===== config.mk =====
export PLATFORM = sky130hd
export DESIGN_NAME = stopwatch_display
export DESIGN_NICKNAME = d
export VERILOG_FILES = /design/src/rtl/stopwatch_display.sv
export SDC_FILE = /design/constraint.sdc
export NUM_CORES = 1
export LEC_CHECK = 0
export CAP_MARGIN = 10
export CELL_PAD_IN_SITES_DETAIL_PLACEMENT = 1
export CELL_PAD_IN_SITES_GLOBAL_PLACEMENT = 2
export CORE_ASPECT_RATIO = 1.2
export CORE_MARGIN = 2
export CORE_UTILIZATION = 45
export DETAILED_ROUTE_END_ITERATION = 8
export DONT_BUFFER_PORTS = 1
export GPL_TIMING_DRIVEN = 1
export PLACE_DENSITY_LB_ADDON = 0.1
export SETUP_SLACK_MARGIN = 0.4
export SLEW_MARGIN = 25
export SYNTH_ARGS = -nofsm -noshare
export SYNTH_HDL_FRONTEND = slang
export SYNTH_SLANG_ARGS = --single-unit

===== constraint.sdc =====
create_clock -name clk -period 3 [get_ports clk]
set_input_delay 0.3 -clock clk [delete_from_list [all_inputs] [get_ports clk]]
set_output_delay 0.3 -clock clk [all_outputs]
set_load 0.005 [all_outputs]

===== src/rtl/stopwatch_display.sv =====
// Four-digit multiplexed seven-segment driver for the stopwatch.
// Frame-synchronous digit snapshot, leading-zero blanking, whole-display blink.
module stopwatch_display #(
   parameter int SCAN_DIV     = 250000,
   parameter int BLINK_FRAMES = 25
) (
   input  logic       clk,
   input  logic       reset,
   input  logic [3:0] disp_Tenths_Seconds,
   input  logic [3:0] disp_Ones_Seconds,
   input  logic [3:0] disp_Tens_Seconds,
   input  logic [3:0] disp_Minutes,
   input  logic       lz_blank,
   input  logic       blink_en,
   output logic [6:0] seg,
   output logic       dp,
   output logic [3:0] an,
   output logic       frame_start
);

   localparam int PW = $clog2(SCAN_DIV);
   localparam int BW = (BLINK_FRAMES > 1) ? $clog2(BLINK_FRAMES) : 1;

   logic [PW-1:0] pc;
   logic [1:0]    idx;
   logic [3:0]    sh_m;
   logic [3:0]    sh_t;
   logic [3:0]    sh_o;
   logic [3:0]    sh_d;
   logic [BW-1:0] bc;
   logic          phase;

   logic          slot_end;
   logic          frame_end;
   logic [3:0]    cur;
   logic          blank;
   logic          dark;
   logic [6:0]    pat;

   assign slot_end  = (pc == PW'(SCAN_DIV - 1));
   assign frame_end = slot_end && (idx == 2'd3);

   // BCD to active-high gfedcba; anything above 9 shows a dash
   function automatic logic [6:0] bcd7(input logic [3:0] v);
      logic [6:0] p;
      case (v)
         4'd0:    p = 7'h3F;
         4'd1:    p = 7'h06;
         4'd2:    p = 7'h5B;
         4'd3:    p = 7'h4F;
         4'd4:    p = 7'h66;
         4'd5:    p = 7'h6D;
         4'd6:    p = 7'h7D;
         4'd7:    p = 7'h07;
         4'd8:    p = 7'h7F;
         4'd9:    p = 7'h6F;
         default: p = 7'h40;
      endcase
      return p;
   endfunction

   // Slot prescaler, digit index and frame-boundary snapshot of the inputs
   always_ff @(posedge clk or negedge reset) begin
      if (!reset) begin
         pc          <= '0;
         idx         <= 2'd0;
         sh_m        <= 4'd0;
         sh_t        <= 4'd0;
         sh_o        <= 4'd0;
         sh_d        <= 4'd0;
         frame_start <= 1'b0;
      end else begin
         frame_start <= 1'b0;
         if (slot_end) begin
            pc  <= '0;
            idx <= idx + 2'd1;
         end else begin
            pc <= pc + PW'(1);
         end
         if (frame_end) begin
            sh_m        <= disp_Minutes;
            sh_t        <= disp_Tens_Seconds;
            sh_o        <= disp_Ones_Seconds;
            sh_d        <= disp_Tenths_Seconds;
            frame_start <= 1'b1;
         end
      end
   end

   // Blink frame counter; held cleared whenever blinking is disabled
   always_ff @(posedge clk or negedge reset) begin
      if (!reset) begin
         bc    <= '0;
         phase <= 1'b0;
      end else if (!blink_en) begin
         bc    <= '0;
         phase <= 1'b0;
      end else if (frame_end) begin
         if (bc == BW'(BLINK_FRAMES - 1)) begin
            bc    <= '0;
            phase <= ~phase;
         end else begin
            bc <= bc + BW'(1);
         end
      end
   end

   // Select the current digit and decide whether its anode stays dark
   always_comb begin
      cur = sh_d;
      unique case (idx)
         2'd0: cur = sh_d;
         2'd1: cur = sh_o;
         2'd2: cur = sh_t;
         2'd3: cur = sh_m;
      endcase
      blank = lz_blank &&
              (((idx == 2'd3) && (sh_m == 4'd0)) ||
               ((idx == 2'd2) && (sh_m == 4'd0) && (sh_t == 4'd0)));
      dark  = (pc == '0) || blank || (blink_en && phase);
      pat   = bcd7(cur);
   end

   // Registered segment, decimal point and anode drive
   always_ff @(posedge clk or negedge reset) begin
      if (!reset) begin
         an  <= 4'hF;
         seg <= 7'h7F;
         dp  <= 1'b1;
      end else begin
         an  <= dark ? 4'hF : ~(4'b0001 << idx);
         seg <= ~pat;
         dp  <= ~idx[0];
      end
   end

endmodule


==> reports/results.txt, run 1 <==
All-Layer GR Usage -> 0.1818
Required @ worst endpoint -> 3220 ps
PortBufs -> 0
Most common cell after layout, fill and taps aside -> dfrtp_1
Final period utilization -> 0.7571
DRC violations left -> 0
Final Max Tran Viols -> 0
Die W -> 75.53 um
Distinct cells, synth -> 44
Hold WC Path Type -> input pin to register
Crit. End Element -> register
Total leakage power -> 1.289 nW
Clock insertion delay at the later pin of the skew report -> 300 ps
Congestion Overflow GR -> 0
First-pass GRT wire length -> 9.618 mm
Commonest non-fill, non-tap cells in the layout -> dfrtp_1 (43), inv_1 (16), nand2_1 (16), ha_1 (14), nand3_1 (13)
Cts hold-fix bufs -> 2
Max frequency -> 0.4403 GHz
Vias -> 1835
Ports -> 33
Final WL -> 5.609 mm
Layout Nets -> 277
RSZ-0062 raised after global routing -> no
Ys Warns -> 0
Layout cells sized above 1 -> 0.1639
Starting Density -> 0.4625
Routability Congestion -> 0.8138
Initial antenna violation count -> 0
Syn_area_per_cell -> 11.42 um^2
H-tree levels -> 2
Clock sinks -> 55
Yosys reg bits -> 55
Max_slew headroom -> 0.6683
Number of global-route vias before repair -> 2013
Maximum fanout along the worst path -> 6
Clock Path Buffers -> 2
CTS clk-pin slew, worst paths -> 100 ps
Crit path cell chain -> inv_1 > ha_1 > a222oi_1 > mux2i_1 > inv_1 > ha_1 > mux2i_1 > a21oi_1
Final hold vios -> 0
Core Area -> 5973 um^2
CTS tree -> done
Worst hold margin -> 126.4 ps
Die Ht -> 89.83 um
Vias/cell -> 5.629
Gate Count Post-Synth -> 242
Setup tns final -> 0 ps
Critical path's slowest cell -> mux2i_1
Pwr/cell area -> 423.4 nW/um^2
Seq/Total Area, Yosys -> 0.5036
WS Path Type -> register to register
DP HPWL -> 4.053 mm
Largest net degree at the start of global routing -> 56
Clock Tree Root -> clkbuf_8
Worst path max stage delay -> 430 ps
Outcome -> completed
Area growth syn-to-layout -> 6.295%
Setup violation total in the final timing report -> 0
Post-CTS Setup Bufs -> 0
MaxCap Viol Count -> 0
Critical path launch point type -> register
Drt pass-1 iters -> 4
Worst Skew -> 5.797 ps
Syn Nets -> 276
Critical Path AT -> 2490 ps
Cell Rows -> 31
WL/cell -> 17.21 um
Post-CTS resize count -> 0
Number of diodes -> 0
Worst-Margin Slew -> 483.8 ps
CTS Buf Count -> 5
Initial drt markers -> 75
Post-Syn Area -> 2763 um^2
Tmin final -> 2271 ps
Number of routed nets with antenna violations -> 0
Max rail drop VDD -> 0.0002132 V
Die area -> 6784 um^2
## Yosys cell counts (all sizes together)
library cell,count,area [um^2]
dfrtp,43,1076
xor2,4,35.03
xnor2,11,96.34
and4,2,17.52
nand4b,1,8.760
o21ai,3,15.01
o31ai,2,15.01
nand3b,1,7.510
nor3,1,5.000
a22oi,1,7.510
nor2b,2,12.51
o221ai,2,17.52
or3,2,12.51
a21oi,8,40.04
o21a,2,15.01
nand3,14,82.58
o311ai,1,8.760
a21o,1,7.510
nor2,11,43.80
ha,14,175.2
nand4,11,68.82
o22ai,3,18.77
a31oi,1,6.260
a22o,1,8.760
mux2,17,229.0
and4b,1,10.01
nand2,16,60.06
and3,5,31.28
nor4,9,62.56
dfstp,12,315.3
nand2b,1,6.260
and2,2,12.51
nor3b,3,22.52
a222oi,3,30.03
inv,16,60.06
clkbuf,2,7.510
buf,6,43.79
mux2i,7,70.07
## layer usage
layer,vias up,GRT usage,share of wire
li1,861,-,-
met1,936,0.2323,0.43
met2,30,0.3036,0.52
met3,8,0.03587,0.033
met4,0,0.05556,0.015
met5,-,0,0
## state kept, by name (all words and copies together), names as in the netlist, 4 cells and up
register / cells
sh_t: 4
seg: 7
bc: 5
sh_m: 4
an: 4
pc: 18
sh_d: 4
sh_o: 4
## final timing paths
| kind | start | cells after the start | slack [ps] | to |
|---|---|---|---|---|
| setup / recovery | idx[0] | 8 | 730 | seg[3] |
| hold / removal | blink_en | 2 | 130 | bc[1] |
| setup reg to reg | idx[0] | 8 | 730 | seg[3] |
| hold reg to reg | sh_d[0] | 1 | 520 | sh_d[0] |
| max in group asynchronous | reset | 2 | 2180 | seg[6] |
| min in group asynchronous | reset | 2 | 530 | sh_m[2] |
## critical path, delay by kind of cell (launching register included)
kind                     cells  cell delay [ps]
multiplexers                 2              590
flip-flops                   1              410
AO/OA/AOI/OAI                2              280
adder cells (fa/ha/maj)      2              560
buffers and inverters        2              350
## report_power, final
group          switching [W]  internal (W)   total, W  leakage, nW
clock               0.000239      0.000164   0.000403       0.0412
combinational      0.0000342     0.0000278  0.0000620        0.572
sequential         0.0000124      0.000766   0.000778        0.675
total               0.000285      0.000958    0.00124         1.29
## layout make-up
class,instances,area (um^2)
clock buffer,6,72.57
fill,661,3037
inverter,16,60.06
sequential,55,1391
multi-input combinational,163,1260
timing repair buffer,2,37.54
clock inverter,2,12.51
tap,82,102.6
## logic make-up (layout without fill, tap and decap cells)
group / count (synthesis) / after routing / share of synthesized area
xor+xnor: 15 / 15 / 0.04755
buf+inv: 24 / 26 / 0.04031
fa+ha+maj: 14 / 14 / 0.06341
flops: 55 / 55 / 0.5036
compound gates: 28 / 28 / 0.06884
mux: 24 / 24 / 0.1082
simple gates: 82 / 82 / 0.1680
## per-stage QoR
stage                     setup slack [ps]  std cells   power, W  area [um^2]    util
after floorplan                       1026        242  0.0008266         2763       -
after global placement               870.1        316  0.0008329         2814  0.4711
after detailed placement             736.9        316  0.0008357         2814  0.4711
after CTS                            718.6        326   0.001262         2937  0.4916
after global routing                 522.0        326   0.001315         2937  0.4916
final                                728.6        326   0.001243         2937  0.4916
Note: power is estimated with default switching activity, not from simulation.
==> run 2: changes to the inputs <==
- CORE_UTILIZATION: 45 -> 42
- clock period: 3 -> 2.2 ns (I/O delays scaled with it)
==> run 2 against run 1 <==
Compared with the run above: sequential power is 36% higher; via count grew 4.3%; hold slack lost 77 ps; largest cell class is now multi-input gates; final cell count rose by 8.3%; worst setup slack got worse by 520 ps; combinational power up 100%; clock skew is 2.1 ps higher; utilization is 3.2 points higher; flip-flop and latch count unchanged; sequential share of layout area shrank 5.8 points.
==> reports/results.txt, run 2 (synthesis gave the netlist of run 1 again) <==
Outcome -> completed
Initial drt markers -> 63
Crit. End Element -> register
R2r startpoint -> idx[0]
Hold Crit Depth -> 2
Sequential Power Share -> 0.602
First-pass GRT wire length -> 10.54 mm
Worst-Margin Slew -> 442.3 ps
Placed standard-cell area -> 2878 um^2
Clock Path Buffers -> 2
Combinational power share -> 0.070
All-Layer GR Usage -> 0.1860
Commonest non-fill, non-tap cells in the layout -> dfrtp_1 (39), buf_4 (20), nand2_1 (16), nand3_1 (12), dfstp_2 (12)
Die Ht -> 92.85 um
CTS clk-pin slew, worst paths -> 100 ps
Final Max Tran Viols -> 0
Worst Skew -> 7.924 ps
Pwr/cell area -> 526.2 nW/um^2
Internal -> 0.001342 W
Max frequency -> 0.5013 GHz
Tmin final -> 1995 ps
Die W -> 78.04 um
MaxCap Viol Count -> 0
M3 GR Usage -> 0.03119
Clock Power Share -> 0.328
Number of global-route vias before repair -> 2097
Critical path launch point type -> register
Clock insertion delay at the later pin of the skew report -> 310 ps
Worst path max stage delay -> 460 ps
DRC violations left -> 0
Max rail drop VDD -> 0.0002383 V
R2R cell count -> 8
Setup tns final -> 0 ps
Layout Nets -> 301
Die area -> 7245 um^2
Worst Setup SP -> idx[0]
Met1 Track Usage GR -> 0.2156
CTS tree -> done
PortBufs -> 0
Worst path most repeated cell -> ha_4
DP HPWL -> 4.325 mm
Required @ worst endpoint -> 2440 ps
Maximum fanout along the worst path -> 3
Ports -> 33
Drt pass-1 iters -> 4
Final period utilization -> 0.9068
Biggest regs -> pc: 18 flops, seg: 7 flops, bc: 5 flops
Most common cell after layout, fill and taps aside -> dfrtp_1
Worst Hold Launch -> blink_en
Core Area -> 6406 um^2
R2R Setup Slk -> 210 ps
CTS Buf Count -> 5
Final WL -> 6.294 mm
Crit path cell chain -> inv_4 > ha_4 > a222oi_1 > mux2i_2 > inv_2 > ha_4 > o21a_1 > a21oi_1
RSZ-0062 raised after global routing -> yes
Hold EP -> bc[1]
WS Path Type -> register to register
Hold WC Path Type -> input pin to register
Vias -> 1914
Starting Density -> 0.4313
Initial antenna violation count -> 0
Grt peak-use layer -> met2
Top reg by flops -> pc
Area growth syn-to-layout -> 21.42%
Max_slew headroom -> 0.7051
Number of routed nets with antenna violations -> 0
Switch share -> 0.2399
Max reg flops -> 18
Cell Rows -> 32
Vias/cell -> 5.422
Critical path's slowest cell -> dfrtp_2
Final hold vios -> 0
H-tree levels -> 2
Clock Tree Root -> clkbuf_8
Psw -> 0.0004235 W
Largest net degree at the start of global routing -> 56
Layout cells sized above 1 -> 0.3507
Total leakage power -> 1.414 nW
Number of diodes -> 0
Routability Congestion -> 0.7989
Congestion Overflow GR -> 0
Final Instance Area -> 3354 um^2
Clock sinks -> 55
Critical Path AT -> 2240 ps
WL/cell -> 17.83 um
Met2 Track Usage GR -> 0.3477
Setup violation total in the final timing report -> 0
Crit Reg-Reg Endpoint -> seg[1]
## run 2: cell types whose count changed in the layout (fill, tap and decap cells not counted), moves of 6 or more
cell	before	now
buf_4	0	20
ha_1	14	6
ha_4	0	7
inv_1	16	10
## run 2: power groups by stage
stage                     sequential, W  combinational (W)  clock (W)
final                           0.00106           0.000124   0.000578
after global routing            0.00107           0.000137   0.000659
after CTS                       0.00106           0.000103   0.000618
after detailed placement        0.00108          0.0000619          0
after global placement          0.00108          0.0000585          0
after floorplan                 0.00107          0.0000533          0
## run 2: metrics by stage
step | setup WS (ps) | total power, W | std cells | utilization | hold slack [ps]
4_1_cts | 154.4 | 0.001784 | 343 | 0.4959 | 36.91
6_report | 205.1 | 0.001765 | 353 | 0.5236 | 48.96
3_5_place_dp | 101.9 | 0.001144 | 322 | 0.4492 | -73.88
3_3_place_gp | 254.6 | 0.001141 | 322 | 0.4492 | -74.19
2_1_floorplan | 364.4 | 0.001128 | 242 | - | -75.59
5_1_grt | 52.14 | 0.001862 | 353 | 0.5236 | 26.60
## run 2: what timing repair did
| action | 4_1_cts | 5_1_grt |
|---|---|---|
| pin swaps | 7 | 8 |
| gates resized for setup | 13 | 21 |
| hold buffers | 2 | 0 |
| endpoints found under the setup margin | 33 | 28 |
| endpoints found under the hold margin | 55 | 0 |
| setup buffers | 11 | 10 |
## run 2: area by class of cell
class	instances	area [um^2]
Fill cell	671	3052
Multi-Input combinational cell	163	1440
Sequential cell	55	1396
Timing Repair Buffer	26	250.2
Tap cell	85	106.4
Clock buffer	5	68.82
Inverter	16	65.06
Clock inverter	3	27.53
## run 2: worst max-delay path, delay by kind of cell, from the launching register on
kind	cells	cell delay (ps)
mux	1	170
fa+ha+maj	2	390
buf+inv	2	220
flops	1	460
compound gates	3	690
## run 2: layer usage
metal / vias to the layer above / share of wire
met5: - / 0
met4: 0 / 0.0083
met3: 4 / 0.024
met2: 24 / 0.57
met1: 967 / 0.40
li1: 919 / -
## run 2: how the worst max path moves through the flow
stage / to / slack (ps) / cells past startpoint
2_1_floorplan: seg[1] / 360 / 8
3_3_place_gp: sh_t[1] / 250 / 4
3_5_place_dp: seg[3] / 100 / 8
4_1_cts: seg[1] / 150 / 8
5_1_grt: seg[0] / 50 / 9
6_report: seg[1] / 210 / 8
